[src/rtl/multicycle_control_unit_if.sv]
// Control-unit <-> datapath bundle: IR/zero/memory-ready inputs to the sequencer,
// mux selects, write enables, status pulses and the retired counter back out.
interface multicycle_control_unit_if #(
    parameter int ICNT_W = 32
);
    logic              enable;
    logic [6:0]        opcode;
    logic              zero;
    logic              mem_ready;
    logic              mem_req;
    logic              mem_we;
    logic              iord;
    logic              ir_write;
    logic              pc_write;
    logic [1:0]        pc_src;
    logic              alu_src_a;
    logic [1:0]        alu_src_b;
    logic [1:0]        alu_op;
    logic              reg_write;
    logic              mem_2_reg;
    logic              illegal_instr;
    logic              bus_error;
    logic [ICNT_W-1:0] instr_retired;

    modport master (
        input  enable, opcode, zero, mem_ready,
        output mem_req, mem_we, iord, ir_write, pc_write, pc_src,
               alu_src_a, alu_src_b, alu_op, reg_write, mem_2_reg,
               illegal_instr, bus_error, instr_retired
    );

    modport slave (
        output enable, opcode, zero, mem_ready,
        input  mem_req, mem_we, iord, ir_write, pc_write, pc_src,
               alu_src_a, alu_src_b, alu_op, reg_write, mem_2_reg,
               illegal_instr, bus_error, instr_retired
    );
endinterface

[src/rtl/multicycle_control_unit.sv]
// Moore sequencer for a shared-memory multicycle datapath with memory wait/timeout
// handling, illegal-opcode flagging and a retired-instruction counter.
module multicycle_control_unit #(
    parameter int TIMEOUT = 16,
    parameter int TW      = 5,
    parameter int ICNT_W  = 32
) (
    input logic                       clk,
    input logic                       arst,
    multicycle_control_unit_if.master bus
);
    localparam logic [6:0] OP_R     = 7'b0110011;
    localparam logic [6:0] OP_I     = 7'b0010011;
    localparam logic [6:0] OP_LOAD  = 7'b0000011;
    localparam logic [6:0] OP_STORE = 7'b0100011;
    localparam logic [6:0] OP_BR    = 7'b1100011;
    localparam logic [6:0] OP_JAL   = 7'b1101111;

    typedef enum logic [3:0] {
        S_IDLE, S_FETCH, S_DECODE, S_EXEC_R, S_EXEC_I, S_WB_ALU,
        S_MEM_ADDR, S_MEM_RD, S_WB_MEM, S_MEM_WR, S_BRANCH, S_JUMP
    } state_t;

    state_t            state_q, state_d, after_retire;
    logic [TW-1:0]     wait_q, wait_d;
    logic [ICNT_W-1:0] retired_q, retired_d;
    logic              is_store_q, is_store_d;
    logic              illegal_q, illegal_d;
    logic              bus_err_q, bus_err_d;
    logic              retire;
    logic              mem_state;

    always_comb begin
        state_d      = state_q;
        wait_d       = '0;
        is_store_d   = is_store_q;
        illegal_d    = 1'b0;
        bus_err_d    = 1'b0;
        retire       = 1'b0;
        mem_state    = (state_q == S_FETCH) || (state_q == S_MEM_RD) || (state_q == S_MEM_WR);
        after_retire = bus.enable ? S_FETCH : S_IDLE;

        // An unanswered memory access holds the state; the watchdog abandons it.
        if (mem_state && !bus.mem_ready) begin
            wait_d = wait_q + 1'b1;
            if (wait_q == TW'(TIMEOUT - 1)) begin
                state_d   = S_IDLE;
                bus_err_d = 1'b1;
                wait_d    = '0;
            end
        end else begin
            case (state_q)
                S_IDLE:     if (bus.enable) state_d = S_FETCH;
                S_FETCH:    state_d = S_DECODE;
                S_DECODE: begin
                    is_store_d = (bus.opcode == OP_STORE);
                    case (bus.opcode)
                        OP_R:             state_d = S_EXEC_R;
                        OP_I:             state_d = S_EXEC_I;
                        OP_LOAD, OP_STORE: state_d = S_MEM_ADDR;
                        OP_BR:            state_d = S_BRANCH;
                        OP_JAL:           state_d = S_JUMP;
                        default: begin
                            illegal_d = 1'b1;
                            state_d   = after_retire;
                        end
                    endcase
                end
                S_EXEC_R, S_EXEC_I: state_d = S_WB_ALU;
                S_MEM_ADDR: state_d = is_store_q ? S_MEM_WR : S_MEM_RD;
                S_MEM_RD:   state_d = S_WB_MEM;
                S_WB_ALU, S_WB_MEM, S_MEM_WR, S_BRANCH, S_JUMP: begin
                    retire  = 1'b1;
                    state_d = after_retire;
                end
                default:    state_d = S_IDLE;
            endcase
        end
        retired_d = retired_q + {{(ICNT_W-1){1'b0}}, retire};
    end

    always_ff @(posedge clk or posedge arst) begin
        if (arst) begin
            state_q    <= S_IDLE;
            wait_q     <= '0;
            retired_q  <= '0;
            is_store_q <= 1'b0;
            illegal_q  <= 1'b0;
            bus_err_q  <= 1'b0;
        end else begin
            state_q    <= state_d;
            wait_q     <= wait_d;
            retired_q  <= retired_d;
            is_store_q <= is_store_d;
            illegal_q  <= illegal_d;
            bus_err_q  <= bus_err_d;
        end
    end

    // Control decode sees only the state register, plus mem_ready/zero where a strobe depends on them.
    always_comb begin
        bus.mem_req   = 1'b0;
        bus.mem_we    = 1'b0;
        bus.iord      = 1'b0;
        bus.ir_write  = 1'b0;
        bus.pc_write  = 1'b0;
        bus.pc_src    = 2'b00;
        bus.alu_src_a = 1'b0;
        bus.alu_src_b = 2'b00;
        bus.alu_op    = 2'b00;
        bus.reg_write = 1'b0;
        bus.mem_2_reg = 1'b0;
        case (state_q)
            S_FETCH: begin
                bus.mem_req   = 1'b1;
                bus.alu_src_b = 2'b01;
                bus.ir_write  = bus.mem_ready;
                bus.pc_write  = bus.mem_ready;
            end
            S_DECODE:   bus.alu_src_b = 2'b10;
            S_EXEC_R: begin
                bus.alu_src_a = 1'b1;
                bus.alu_op    = 2'b10;
            end
            S_EXEC_I: begin
                bus.alu_src_a = 1'b1;
                bus.alu_src_b = 2'b10;
                bus.alu_op    = 2'b11;
            end
            S_WB_ALU:   bus.reg_write = 1'b1;
            S_MEM_ADDR: begin
                bus.alu_src_a = 1'b1;
                bus.alu_src_b = 2'b10;
            end
            S_MEM_RD: begin
                bus.mem_req = 1'b1;
                bus.iord    = 1'b1;
            end
            S_WB_MEM: begin
                bus.reg_write = 1'b1;
                bus.mem_2_reg = 1'b1;
            end
            S_MEM_WR: begin
                bus.mem_req = 1'b1;
                bus.mem_we  = 1'b1;
                bus.iord    = 1'b1;
            end
            S_BRANCH: begin
                bus.alu_src_a = 1'b1;
                bus.alu_op    = 2'b01;
                bus.pc_src    = 2'b01;
                bus.pc_write  = bus.zero;
            end
            S_JUMP: begin
                bus.pc_src   = 2'b10;
                bus.pc_write = 1'b1;
            end
            default: ;
        endcase
    end

    assign bus.illegal_instr = illegal_q;
    assign bus.bus_error     = bus_err_q;
    assign bus.instr_retired = retired_q;
endmodule

[src/flat_wrapper.sv]
// flat-port wrapper written by rule: the top's interface ports become plain ports
module multicycle_control_unit_flat 
#(
    parameter int TIMEOUT = 16,
    parameter int TW      = 5,
    parameter int ICNT_W  = 32
)
  (clk, arst, bus_enable, bus_opcode, bus_zero, bus_mem_ready, bus_mem_req, bus_mem_we, bus_iord, bus_ir_write, bus_pc_write, bus_pc_src, bus_alu_src_a, bus_alu_src_b, bus_alu_op, bus_reg_write, bus_mem_2_reg, bus_illegal_instr, bus_bus_error, bus_instr_retired);
  multicycle_control_unit_if #(.ICNT_W(ICNT_W)) bus_i ();
  input logic clk;
  input logic arst;
  input wire logic [$bits(bus_i.enable)-1:0] bus_enable;
  input wire logic [$bits(bus_i.opcode)-1:0] bus_opcode;
  input wire logic [$bits(bus_i.zero)-1:0] bus_zero;
  input wire logic [$bits(bus_i.mem_ready)-1:0] bus_mem_ready;
  output wire logic [$bits(bus_i.mem_req)-1:0] bus_mem_req;
  output wire logic [$bits(bus_i.mem_we)-1:0] bus_mem_we;
  output wire logic [$bits(bus_i.iord)-1:0] bus_iord;
  output wire logic [$bits(bus_i.ir_write)-1:0] bus_ir_write;
  output wire logic [$bits(bus_i.pc_write)-1:0] bus_pc_write;
  output wire logic [$bits(bus_i.pc_src)-1:0] bus_pc_src;
  output wire logic [$bits(bus_i.alu_src_a)-1:0] bus_alu_src_a;
  output wire logic [$bits(bus_i.alu_src_b)-1:0] bus_alu_src_b;
  output wire logic [$bits(bus_i.alu_op)-1:0] bus_alu_op;
  output wire logic [$bits(bus_i.reg_write)-1:0] bus_reg_write;
  output wire logic [$bits(bus_i.mem_2_reg)-1:0] bus_mem_2_reg;
  output wire logic [$bits(bus_i.illegal_instr)-1:0] bus_illegal_instr;
  output wire logic [$bits(bus_i.bus_error)-1:0] bus_bus_error;
  output wire logic [$bits(bus_i.instr_retired)-1:0] bus_instr_retired;
  assign bus_i.enable = bus_enable;
  assign bus_i.opcode = bus_opcode;
  assign bus_i.zero = bus_zero;
  assign bus_i.mem_ready = bus_mem_ready;
  assign bus_mem_req = bus_i.mem_req;
  assign bus_mem_we = bus_i.mem_we;
  assign bus_iord = bus_i.iord;
  assign bus_ir_write = bus_i.ir_write;
  assign bus_pc_write = bus_i.pc_write;
  assign bus_pc_src = bus_i.pc_src;
  assign bus_alu_src_a = bus_i.alu_src_a;
  assign bus_alu_src_b = bus_i.alu_src_b;
  assign bus_alu_op = bus_i.alu_op;
  assign bus_reg_write = bus_i.reg_write;
  assign bus_mem_2_reg = bus_i.mem_2_reg;
  assign bus_illegal_instr = bus_i.illegal_instr;
  assign bus_bus_error = bus_i.bus_error;
  assign bus_instr_retired = bus_i.instr_retired;
  multicycle_control_unit #(.TIMEOUT(TIMEOUT), .TW(TW), .ICNT_W(ICNT_W)) u_core (.clk(clk), .arst(arst), .bus(bus_i));
endmodule
[config.mk]
export PLATFORM = sky130hd
export DESIGN_NAME = multicycle_control_unit_flat
export DESIGN_NICKNAME = d
export VERILOG_FILES = /design/src/rtl/multicycle_control_unit_if.sv /design/src/rtl/multicycle_control_unit.sv /design/src/flat_wrapper.sv
export SDC_FILE = /design/constraint.sdc
export NUM_CORES = 1
export LEC_CHECK = 0
export BUFFER_PORTS_ARGS = -buffer_cell sky130_fd_sc_hd__buf_2
export CORE_UTILIZATION = 57
export DETAILED_ROUTE_END_ITERATION = 7
export HOLD_SLACK_MARGIN = 0.1
export PLACE_DENSITY_LB_ADDON = 0.25
export SYNTH_ARGS = -nofsm -noshare
export SYNTH_HDL_FRONTEND = slang
export SYNTH_SLANG_ARGS = --single-unit
[constraint.sdc]
create_clock -name clk -period 5.83 [get_ports clk]
set_input_delay 0.8745 -clock clk [delete_from_list [all_inputs] [get_ports clk]]
set_output_delay 0.8745 -clock clk [all_outputs]
set_load 0.01 [all_outputs]
==> run_results.csv, run 1 <==
group,metric,value,unit
timing,rsz0062_at_grt,"false",
logic_synthesis,yosysWarnings,0,
timing,setup_ws,2.933,ns
timing,worst_pin_slew,0.7339,ns
logic_synthesis,synth_area_leaders,"dfrtp_1 (47%), xor2_1 (6.4%), xnor2_1 (6.0%)",
grt,grt_max_degree,45,
setup_path,critPathLaunch,"u_core.state_q[1]",
setup_path,reg2reg_depth,9,
detailed_routing,drc,0,
place,dp_hpwl,3.532,mm
die,dieWidth,65.83,microns
logic_synthesis,synthDistinctLibCells,42,
timing,hold_violations,0,
clock_tree,clk-insertion-delay-late,0.30,ns
job,maxCapViolations,0,
timing,layout_min_cycle_time,2.897,ns
detailed_routing,postRouteAntennaNets,0,
clock_tree,h-tree-depth,2,
timing,slew_viol_final,0,
timing,fin_worst_skew,0.01073,ns
final_layout,nets,308,
logic_synthesis,syn_nets,246,
detailed_routing,avgViaCountPerCell,5.816,
setup_path,critPathRequiredTime,6.04,ns
clock_tree,clkSlewWorstSetupHoldPaths,0.08,ns
timing,fin_crit_sh,49.69,%
final_layout,area_growth,19.29,%
pwr,ir_drop,0.2189,mV
die,io_pins,60,
clock_tree,cts.sinks,44,
logic_synthesis,avgSynthCellArea,10.05,sq um
status,status,"finished, final reports clean",
logic_synthesis,ys_seq_area_share,47.41,%
setup_path,path_max_fanout,11,
setup_path,worst_setup_path_start_kind,"flop",
detailed_routing,num_vias,1989,
timing,holdWs,0.4692,ns
clock_tree,hold_buffers,0,
clock_tree,ctsResizeCount,0,
grt,grt_overflow,0,
timing,slew_headroom,50.67,%
min_path,hold_class,"reg -> reg",
logic_synthesis,yosys.area.top_type_share,47.41,%
timing,max_freq,345.2,MHz
detailed_routing,drtPass1Iterations,4,
place,numPortBuffers,59,
detailed_routing,totalWireLength,5.150,mm
setup_path,crit_end,"u_core.bus.instr_retired[30]",
detailed_routing,wl_per_cell,15.06,microns
grt,antenna_found_initial,0,
clock_tree,postCtsSetupBuffers,0,
min_path,hold_depth,1,
final_layout,post_route_cells_drive_above_1_share,26.53,%
setup_path,cp-end-kind,"flop",
die,start_util,61.58,%
setup_path,critPathArrivalTime,3.11,ns
setup_path,rr_endpoint,"u_core.bus.instr_retired[30]",
logic_synthesis,ys_seq_elements,44,
setup_path,timing.rr.start,"u_core.state_q[1]",
die,rows,22,
grt,grt_pass1_wl,8.714,mm
die,core-area,3771,sq um
setup_path,rrSetupSlack,2.93,ns
die,die-area,4334,sq um
grt,grt_pass1_vias,1840,
die,chipHeight,65.83,microns
place,globalplace.congestion,0.8626,
clock_tree,clockBufferDepth,2,
pwr,p_leak,1.430,nW
detailed_routing,drt_first_iter_violations,117,
timing,setup_viol,0,
clock_tree,numCtsBuffers,5,
place,pre_cts_ws,2.874,ns
logic_synthesis,syn_inst,231,
clock_tree,tritoncts,"yes",
clock_tree,cts-root-buf,"clkbuf_8",
final_layout,n_antenna_cell,0,
logic_synthesis,yosysTopAreaCell,"dfrtp_1",
setup_path,crit_type,"reg -> reg",
logic_synthesis,synth_area,2322,sq um
pwr,cellPowerDensity,328.8,nW/um^2
timing,finalSetupTns,0,ns
grt,grt_use_total,26.48,%
worst min-delay path by stage:
| stage | startpoint | slack (ns) | endpoint |
|---|---|---|---|
| final | u_core.bus.instr_retired[31] | 0.47 | u_core.bus.instr_retired[31] |
| after global routing | u_core.wait_q[4] | 0.50 | u_core.bus.bus_error |
| after CTS | u_core.bus.instr_retired[31] | 0.47 | u_core.bus.instr_retired[31] |
| after detailed placement | u_core.bus.instr_retired[31] | 0.46 | u_core.bus.instr_retired[31] |
| after global placement | u_core.wait_q[0] | 0.45 | u_core.wait_q[0] |
| after floorplan | u_core.wait_q[0] | 0.43 | u_core.wait_q[0] |
area by class of cell:
class,count,area [sq um]
Inverter,9,33.78
Fill cell,280,1001
Tap cell,48,60.06
Sequential cell,44,1101
Clock buffer,5,68.82
Clock inverter,3,42.54
Multi-Input combinational cell,173,1161
Timing Repair Buffer,60,302.8
Yosys cell counts, drive strengths merged:
| cell type | number |
|---|---|
| nand3b | 1 |
| o32a | 1 |
| o21ai | 3 |
| o2bb2ai | 1 |
| nand2 | 19 |
| a22oi | 1 |
| a22o | 1 |
| buf | 1 |
| nand2b | 5 |
| a211o | 3 |
| o21a | 3 |
| nor4 | 6 |
| nand4bb | 1 |
| nor3b | 1 |
| o41ai | 1 |
| clkbuf | 4 |
| nor3 | 7 |
| or3b | 1 |
| o22ai | 3 |
| and2 | 3 |
| a21oi | 5 |
| o22a | 1 |
| xor2 | 17 |
| o32ai | 1 |
| or3 | 2 |
| o211ai | 4 |
| nor2 | 20 |
| nand4 | 10 |
| a21o | 1 |
| a21boi | 3 |
| inv | 9 |
| or2 | 3 |
| and3 | 7 |
| nand3 | 11 |
| and4 | 4 |
| ha | 3 |
| xnor2 | 16 |
| a211oi | 1 |
| and4b | 1 |
| dfrtp | 44 |
| nor2b | 2 |
critical path, stage by stage, from the launching register on:
cell      delay, ns
dfrtp_1        0.56
nand2b_1       0.20
o21ai_0        0.12
o22ai_1        0.23
ha_1           0.22
ha_1           0.20
nand2_1        0.10
or3_1          0.53
nor4_2         0.43
xor2_1         0.22
state kept, by name, summed over array words and instances (netlist names):
register / count
u_core.is_store_q: 1
u_core.bus.instr_retired: 32
u_core.bus.bus_error: 1
u_core.wait_q: 5
u_core.state_q: 4
u_core.bus.illegal_instr: 1
where the power goes:
part           leakage, nW  total [mW]  switching (mW)  internal [mW]
Clock               0.0541       0.234           0.107          0.127
Combinational        0.787       0.273           0.150          0.123
Sequential           0.589       0.404          0.0640          0.340
cell usage in the layout (no fill, tap or decap), types with 2 or more instances in the layout:
cell,synthesis,routed
o21a_1,3,3
nand2_1,19,19
nand2b_1,5,5
o22ai_1,3,3
a21oi_1,5,5
and2_1,3,3
ha_1,3,3
and3_1,7,7
nor2_1,20,20
nor3_1,7,7
dfrtp_1,44,44
nor2b_1,2,2
xnor2_1,16,16
o21ai_0,3,3
clkbuf_8,0,5
buf_2,0,59
inv_1,9,8
or3_1,2,2
o211ai_1,4,4
nand4_1,9,9
xor2_1,17,17
nand3_1,11,11
a21boi_0,3,3
or2_2,3,3
and4_1,4,4
nor4_2,6,6
a211o_1,3,3
stage by stage:
stage	utilization (%)	instance area, sq um	cells	total power, mW
5_1_grt	73.46	2770	342	0.9672
4_1_cts	73.46	2770	342	0.9093
3_3_place_gp	70.50	2659	334	0.6766
3_5_place_dp	70.50	2659	334	0.6797
6_report	73.46	2770	342	0.9109
2_1_floorplan	-	2322	231	0.5837
cells by family (layout without fill, tap and decap cells):
group / count (synthesis) / in the layout / share of synthesized area (%)
simple gates: 104 / 104 / 25.75
flops: 44 / 44 / 47.41
compound gates: 33 / 33 / 10.18
xor+xnor: 33 / 33 / 12.45
buf+inv: 14 / 77 / 2.586
fa+ha+maj: 3 / 3 / 1.617
metal layers:
metal | up-vias | track usage, % | wire length (microns)
met2 | 72 | 44.77 | 2516
met4 | 0 | 9.783 | 91
met5 | - | 0 | 0
met1 | 961 | 33.74 | 2280
li1 | 943 | - | -
met3 | 13 | 4.483 | 262
Note: power is estimated with default switching activity, not from simulation.
==> run 2: changes to the inputs <==
CORE_UTILIZATION = 47   (was 57)
clock period = 2.5 ns   (was 5.83 ns; I/O delays follow)
==> run 2 against run 1 <==
Final cell count grew 6.7%; critical endpoint is now u_core.bus.instr_retired[24]; clock skew about the same; largest power group unchanged; via count fell by 4.7%; wire length down 9.0%; global-route usage fell by 7.5 points; die area is 21% higher; clock-buffer cell count did not move; total power up 120%; critical path type unchanged; combinational power rose to 2.7 times the previous value; final area grew 1.3%; critical path depth unchanged.
==> run_results.csv, run 2 (synthesis gave the netlist of run 1 again) <==
group,metric,value,unit
detailed_routing,postRouteAntennaNets,0,
final_layout,largest_reg_flops,32,
timing,worst_pin_slew,0.7888,ns
clock_tree,h-tree-depth,2,
timing,setup_viol,0,
timing,rsz0062_at_grt,"false",
pwr,clkPwrFrac,20.5,%
final_layout,final_cell_mix,"buf_2 (59), dfrtp_1 (44), nor2_1 (20)",
pwr,ir_drop,0.5225,mV
final_layout,fill_cells,417,
pwr,netSwitchingFraction,35.71,%
status,status,"finished, final reports clean",
setup_path,rrSetupSlack,0.20,ns
timing,fin_worst_skew,0.01046,ns
clock_tree,cts.sinks,44,
grt,grt_pass1_wl,7.762,mm
die,dieWidth,72.29,microns
timing,holdWs,0.1921,ns
pwr,p_leak,1.444,nW
timing,fin_crit_sh,92.06,%
detailed_routing,drt_first_iter_violations,108,
clock_tree,tritoncts,"yes",
clock_tree,numCtsBuffers,5,
grt,grt_overflow,0,
pwr,p_int,1.300,mW
setup_path,slowest_delay,0.42,ns
min_path,hold_class,"in -> async",
setup_path,timing.rr.start,"u_core.state_q[3]",
grt,grt_pass1_vias,1722,
job,maxCapViolations,0,
clock_tree,clockBufferDepth,2,
setup_path,worst_setup_path_start_kind,"flop",
setup_path,path_max_fanout,10,
clock_tree,clk-insertion-delay-late,0.29,ns
setup_path,cp-end-kind,"flop",
clock_tree,postCtsSetupBuffers,0,
die,core-area,4723,sq um
clock_tree,hold_buffers,0,
setup_path,critPathLaunch,"u_core.state_q[3]",
grt,grt_use_total,18.98,%
detailed_routing,avgViaCountPerCell,5.192,
final_layout,post_route_cells_drive_above_1_share,27.85,%
detailed_routing,num_vias,1895,
setup_path,critPathSlowestCell,"or3_4",
timing,hold_violations,0,
clock_tree,cts-root-buf,"clkbuf_8",
final_layout,finalNonFillerCells,365,
pwr,cellPowerDensity,720.4,nW/um^2
final_layout,fin_util,59.42,%
die,rows,25,
setup_path,critPathArrivalTime,2.52,ns
timing,max_freq,434.5,MHz
setup_path,critPathRequiredTime,2.72,ns
place,globalplace.congestion,0.8477,
timing,slew_viol_final,0,
die,io_pins,60,
final_layout,nets,313,
grt,grt_max_degree,45,
setup_path,path_cells,"inv_1, nand2_1, o22ai_1, ha_1, ha_1, nand2_1, or3_4, nor4_2, xor2_1",
final_layout,final_common_cell,"buf_2",
grt,antenna_found_initial,0,
setup_path,crit_type,"reg -> reg",
pwr,seq_power_share,43.0,%
detailed_routing,drtPass1Iterations,4,
place,dp_hpwl,3.439,mm
die,die-area,5226,sq um
final_layout,area_growth,20.85,%
detailed_routing,totalWireLength,4.685,mm
clock_tree,clkSlewWorstSetupHoldPaths,0.08,ns
timing,finalSetupTns,0,ns
place,dp_cells,358,
final_layout,n_antenna_cell,0,
pwr,comb_power_share,36.5,%
timing,layout_min_cycle_time,2.302,ns
die,chipHeight,72.29,microns
detailed_routing,drc,0,
clock_tree,ctsResizeCount,0,
detailed_routing,wl_per_cell,12.84,microns
die,start_util,49.17,%
timing,slew_headroom,46.97,%
place,numPortBuffers,59,
pwr,switching_power,0.7220,mW
run 2: path summary, 6_finish.rpt:
path	depth (start not counted)	end
max	9	u_core.bus.instr_retired[24]
min	3	u_core.bus.instr_retired[5]
max reg2reg	9	u_core.bus.instr_retired[24]
min reg2reg	1	u_core.wait_q[0]
max in group asynchronous	3	u_core.wait_q[2]
min in group clk	2	u_core.is_store_q
run 2: per-layer routing:
| metal | up-vias | routed length, microns | global-route usage, % |
|---|---|---|---|
| li1 | 951 | - | - |
| met4 | 0 | 48 | 6.536 |
| met5 | - | 0 | 0 |
| met3 | 4 | 186 | 4.167 |
| met2 | 42 | 2104 | 28.97 |
| met1 | 898 | 2345 | 26.84 |
run 2: through the flow:
stage               area (sq um)  setup WS [ns]  total power, mW
floorplan                   2322         0.1420            1.361
global placement            2720         0.1515            1.619
detailed placement          2720        0.06169            1.620
CTS                         2801        0.04692            2.038
global route                2806       0.001143            2.161
finish                      2806         0.1985            2.022
run 2: worst max-delay path: cells and delay by family, from the launching register on:
family	cells	cell delay (ns)
compound gates	1	0.20
xor+xnor	1	0.19
fa+ha+maj	2	0.40
buf+inv	1	0.13
flops	1	0.41
simple gates	4	0.90
run 2: power by group through the flow:
| stage | clock, mW | sequential [mW] | combinational (mW) |
|---|---|---|---|
| global placement | 0 | 0.882 | 0.738 |
| CTS | 0.432 | 0.868 | 0.739 |
| floorplan | 0 | 0.899 | 0.462 |
| global route | 0.458 | 0.883 | 0.821 |
| finish | 0.415 | 0.869 | 0.738 |
| detailed placement | 0 | 0.882 | 0.738 |
run 2: final cells by class:
type | instances | area (sq um) | share of cell area, %
tap | 67 | 83.83 | 2.987
clock inverter | 2 | 12.51 | 0.4458
clock buffer | 5 | 68.82 | 2.452
timing repair buffer | 65 | 340.3 | 12.13
inverter | 9 | 33.78 | 1.204
multi-input combinational | 173 | 1166 | 41.55
sequential | 44 | 1101 | 39.23
==> run 3: changes to the inputs <==
ABC_AREA = 1   (was unset)
CORE_UTILIZATION = 48   (was 47)
==> run 3 against run 2 <==
Sequential power rose by 5.1%; sequential cell count did not move; synthesized cell count rose by 32%; non-clock buffer count did not move; total power rose by 11%; global-route usage rose by 2.8 points; area after synthesis rose by 4.7%; clock skew fell by 0.0060 ns; clock power rose by 36%; setup slack improved by 0.00094 ns; register-to-register slack barely moved; critical path type unchanged.
==> run_results.csv, run 3 <==
group,metric,value,unit
logic_synthesis,syn_inst,305,
final_layout,nets,392,
pwr,finalPower,2.243,mW
clock_tree,clockBufferDepth,2,
logic_synthesis,synth_commonest_cells,"nand2_1 (78), nor2_1 (49), dfrtp_1 (44)",
logic_synthesis,synth.most_common_cell,"nand2_1",
die,chipHeight,73.19,microns
die,io_pins,60,
logic_synthesis,ys_seq_elements,44,
timing,hold_violations,0,
final_layout,final_common_cell,"nand2_1",
final_layout,post_route_cells_drive_above_1_share,24.87,%
setup_path,critPathArrivalTime,2.48,ns
pwr,ir_drop,0.4933,mV
setup_path,crit_type,"reg -> reg",
clock_tree,numCtsBuffers,5,
grt,grt_overflow,0,
grt,grt_pass1_wl,8.776,mm
logic_synthesis,synthDistinctLibCells,27,
timing,finalSetupTns,0,ns
logic_synthesis,synth_area_leaders,"dfrtp_1 (45%), nand2_1 (12%), nor2_1 (7.6%)",
place,globalplace.congestion,0.9009,
logic_synthesis,syn_nets,320,
setup_path,critPathRequiredTime,2.68,ns
timing,holdWs,0.1926,ns
status,status,"finished, final reports clean",
logic_synthesis,ys_seq_area_share,45.27,%
logic_synthesis,synth-async-reset-ratio,100.0,%
pwr,cellPowerDensity,742.7,nW/um^2
logic_synthesis,synth_adder_area_share,1.543,%
detailed_routing,postRouteAntennaNets,0,
setup_path,worst_setup_path_start_kind,"flop",
logic_synthesis,avgSynthCellArea,7.975,sq um
logic_synthesis,synth_area,2432,sq um
final_layout,final_cell_mix,"nand2_1 (76), buf_2 (59), nor2_1 (48)",
detailed_routing,totalWireLength,5.442,mm
logic_synthesis,synth-xor-area-share,10.80,%
die,core-area,4786,sq um
clock_tree,h-tree-depth,2,
detailed_routing,avgViaCountPerCell,4.928,
detailed_routing,wl_per_cell,12.23,microns
clock_tree,clkSlewWorstSetupHoldPaths,0.08,ns
grt,grt_use_total,21.76,%
final_layout,largest_reg_flops,32,
logic_synthesis,synth_top_family_by_area,"simple AND/OR/NAND/NOR gates",
setup_path,cp-end-kind,"flop",
logic_synthesis,yosys.area.top_type_share,45.27,%
clock_tree,hold_buffers,0,
die,dieWidth,73.19,microns
final_layout,fill_cells,416,
min_path,hold_class,"in -> async",
pwr,p_leak,1.644,nW
timing,worst_pin_slew,0.5480,ns
clock_tree,clk-insertion-delay-late,0.30,ns
die,rows,25,
die,start_util,50.82,%
place,numPortBuffers,59,
logic_synthesis,synth_compound_area_share,3.447,%
logic_synthesis,synth_edf_count,0,
detailed_routing,drc,0,
logic_synthesis,yosysTopAreaCell,"dfrtp_1",
logic_synthesis,yosysWarnings,0,
detailed_routing,drtPass1Iterations,4,
detailed_routing,drt_first_iter_violations,141,
final_layout,fin_util,63.11,%
place,dp_hpwl,4.222,mm
timing,layout_min_cycle_time,2.301,ns
timing,slew_viol_final,0,
timing,max_freq,434.7,MHz
job,maxCapViolations,0,
setup_path,path_max_fanout,5,
logic_synthesis,synth_ff_type,"dfrtp_1",
grt,grt_pass1_vias,1944,
clock_tree,tritoncts,"yes",
grt,antenna_found_initial,0,
timing,slew_headroom,63.47,%
timing,setup_viol,0,
timing,fin_crit_sh,92.02,%
clock_tree,cts.sinks,44,
logic_synthesis,synthSimpleGateAreaFrac,33.23,%
timing,fin_worst_skew,0.004427,ns
final_layout,n_antenna_cell,0,
final_layout,area_growth,24.18,%
detailed_routing,num_vias,2193,
die,die-area,5356,sq um
grt,grt_max_degree,45,
logic_synthesis,synthMuxAreaShare,0,%
clock_tree,cts-root-buf,"clkbuf_8",
run 3: where the power goes:
group / total, mW / internal (mW) / switching, mW
combinational: 0.768 / 0.301 / 0.467
sequential: 0.913 / 0.799 / 0.114
clock: 0.563 / 0.327 / 0.236
total: 2.24 / 1.43 / 0.818
run 3: cells by family after synthesis:
logic type      after synthesis
simple gates                178
flops                        44
buf+inv                      37
xor+xnor                     30
compound gates               13
fa+ha+maj                     3
run 3: layout make-up:
cell class | count | area, sq um | share of cell area (%)
Timing Repair Buffer | 65 | 340.3 | 11.27
Sequential cell | 44 | 1101 | 36.45
Clock inverter | 2 | 38.79 | 1.284
Clock buffer | 6 | 82.58 | 2.734
Tap cell | 67 | 83.83 | 2.775
Multi-Input combinational cell | 224 | 1235 | 40.89
Inverter | 37 | 138.9 | 4.598
run 3: final timing paths:
check,startpoint,to,slack (ns),depth (start not counted)
hold / removal,arst,u_core.bus.instr_retired[23],0.19,3
min in group clk,bus_mem_ready,u_core.bus.bus_error,0.39,4
setup / recovery,u_core.state_q[3],u_core.bus.instr_retired[27],0.20,14
hold reg to reg,u_core.wait_q[0],u_core.wait_q[0],0.47,1
max in group asynchronous,arst,u_core.bus.instr_retired[0],1.93,3
setup reg to reg,u_core.state_q[3],u_core.bus.instr_retired[27],0.20,14
run 3: critical path, cell delays in order (launching register included):
cell and delay, ns:
dfrtp_1 0.43, inv_1 0.11, nor2_2 0.05, nand2_1 0.12
nand3_2 0.10, nand2_4 0.11, inv_1 0.06, nor2_1 0.09
ha_2 0.25, nand3_4 0.12, nor3_4 0.24, nand2_2 0.11
nor2_4 0.17, nand3_2 0.08, xnor2_1 0.14
run 3: per-stage QoR:
stage,cells,worst slack [ns],instance area [sq um]
floorplan,305,0.2672,2432
global placement,433,0.1686,2826
detailed placement,433,0.06734,2826
CTS,441,0.03327,2948
global route,445,-0.006838,3020
finish,445,0.1994,3020
run 3: metal layers:
metal / vias to the layer above / track usage (%) / part of all wire [%] / routed length [microns]
li1: 1107 / - / - / -
met1: 1017 / 29.79 / 47 / 2584
met2: 62 / 34.67 / 47 / 2544
met3: 7 / 5.663 / 4.8 / 262
met4: 0 / 4.793 / 0.94 / 51
met5: - / 0 / 0 / 0
run 3: repair_timing:
action / 4_1_cts / 5_1_grt
gates resized for setup: 0 / 9
endpoints found under the setup margin: 0 / 10
setup buffers: 0 / 4
endpoints found under the hold margin: 0 / 0
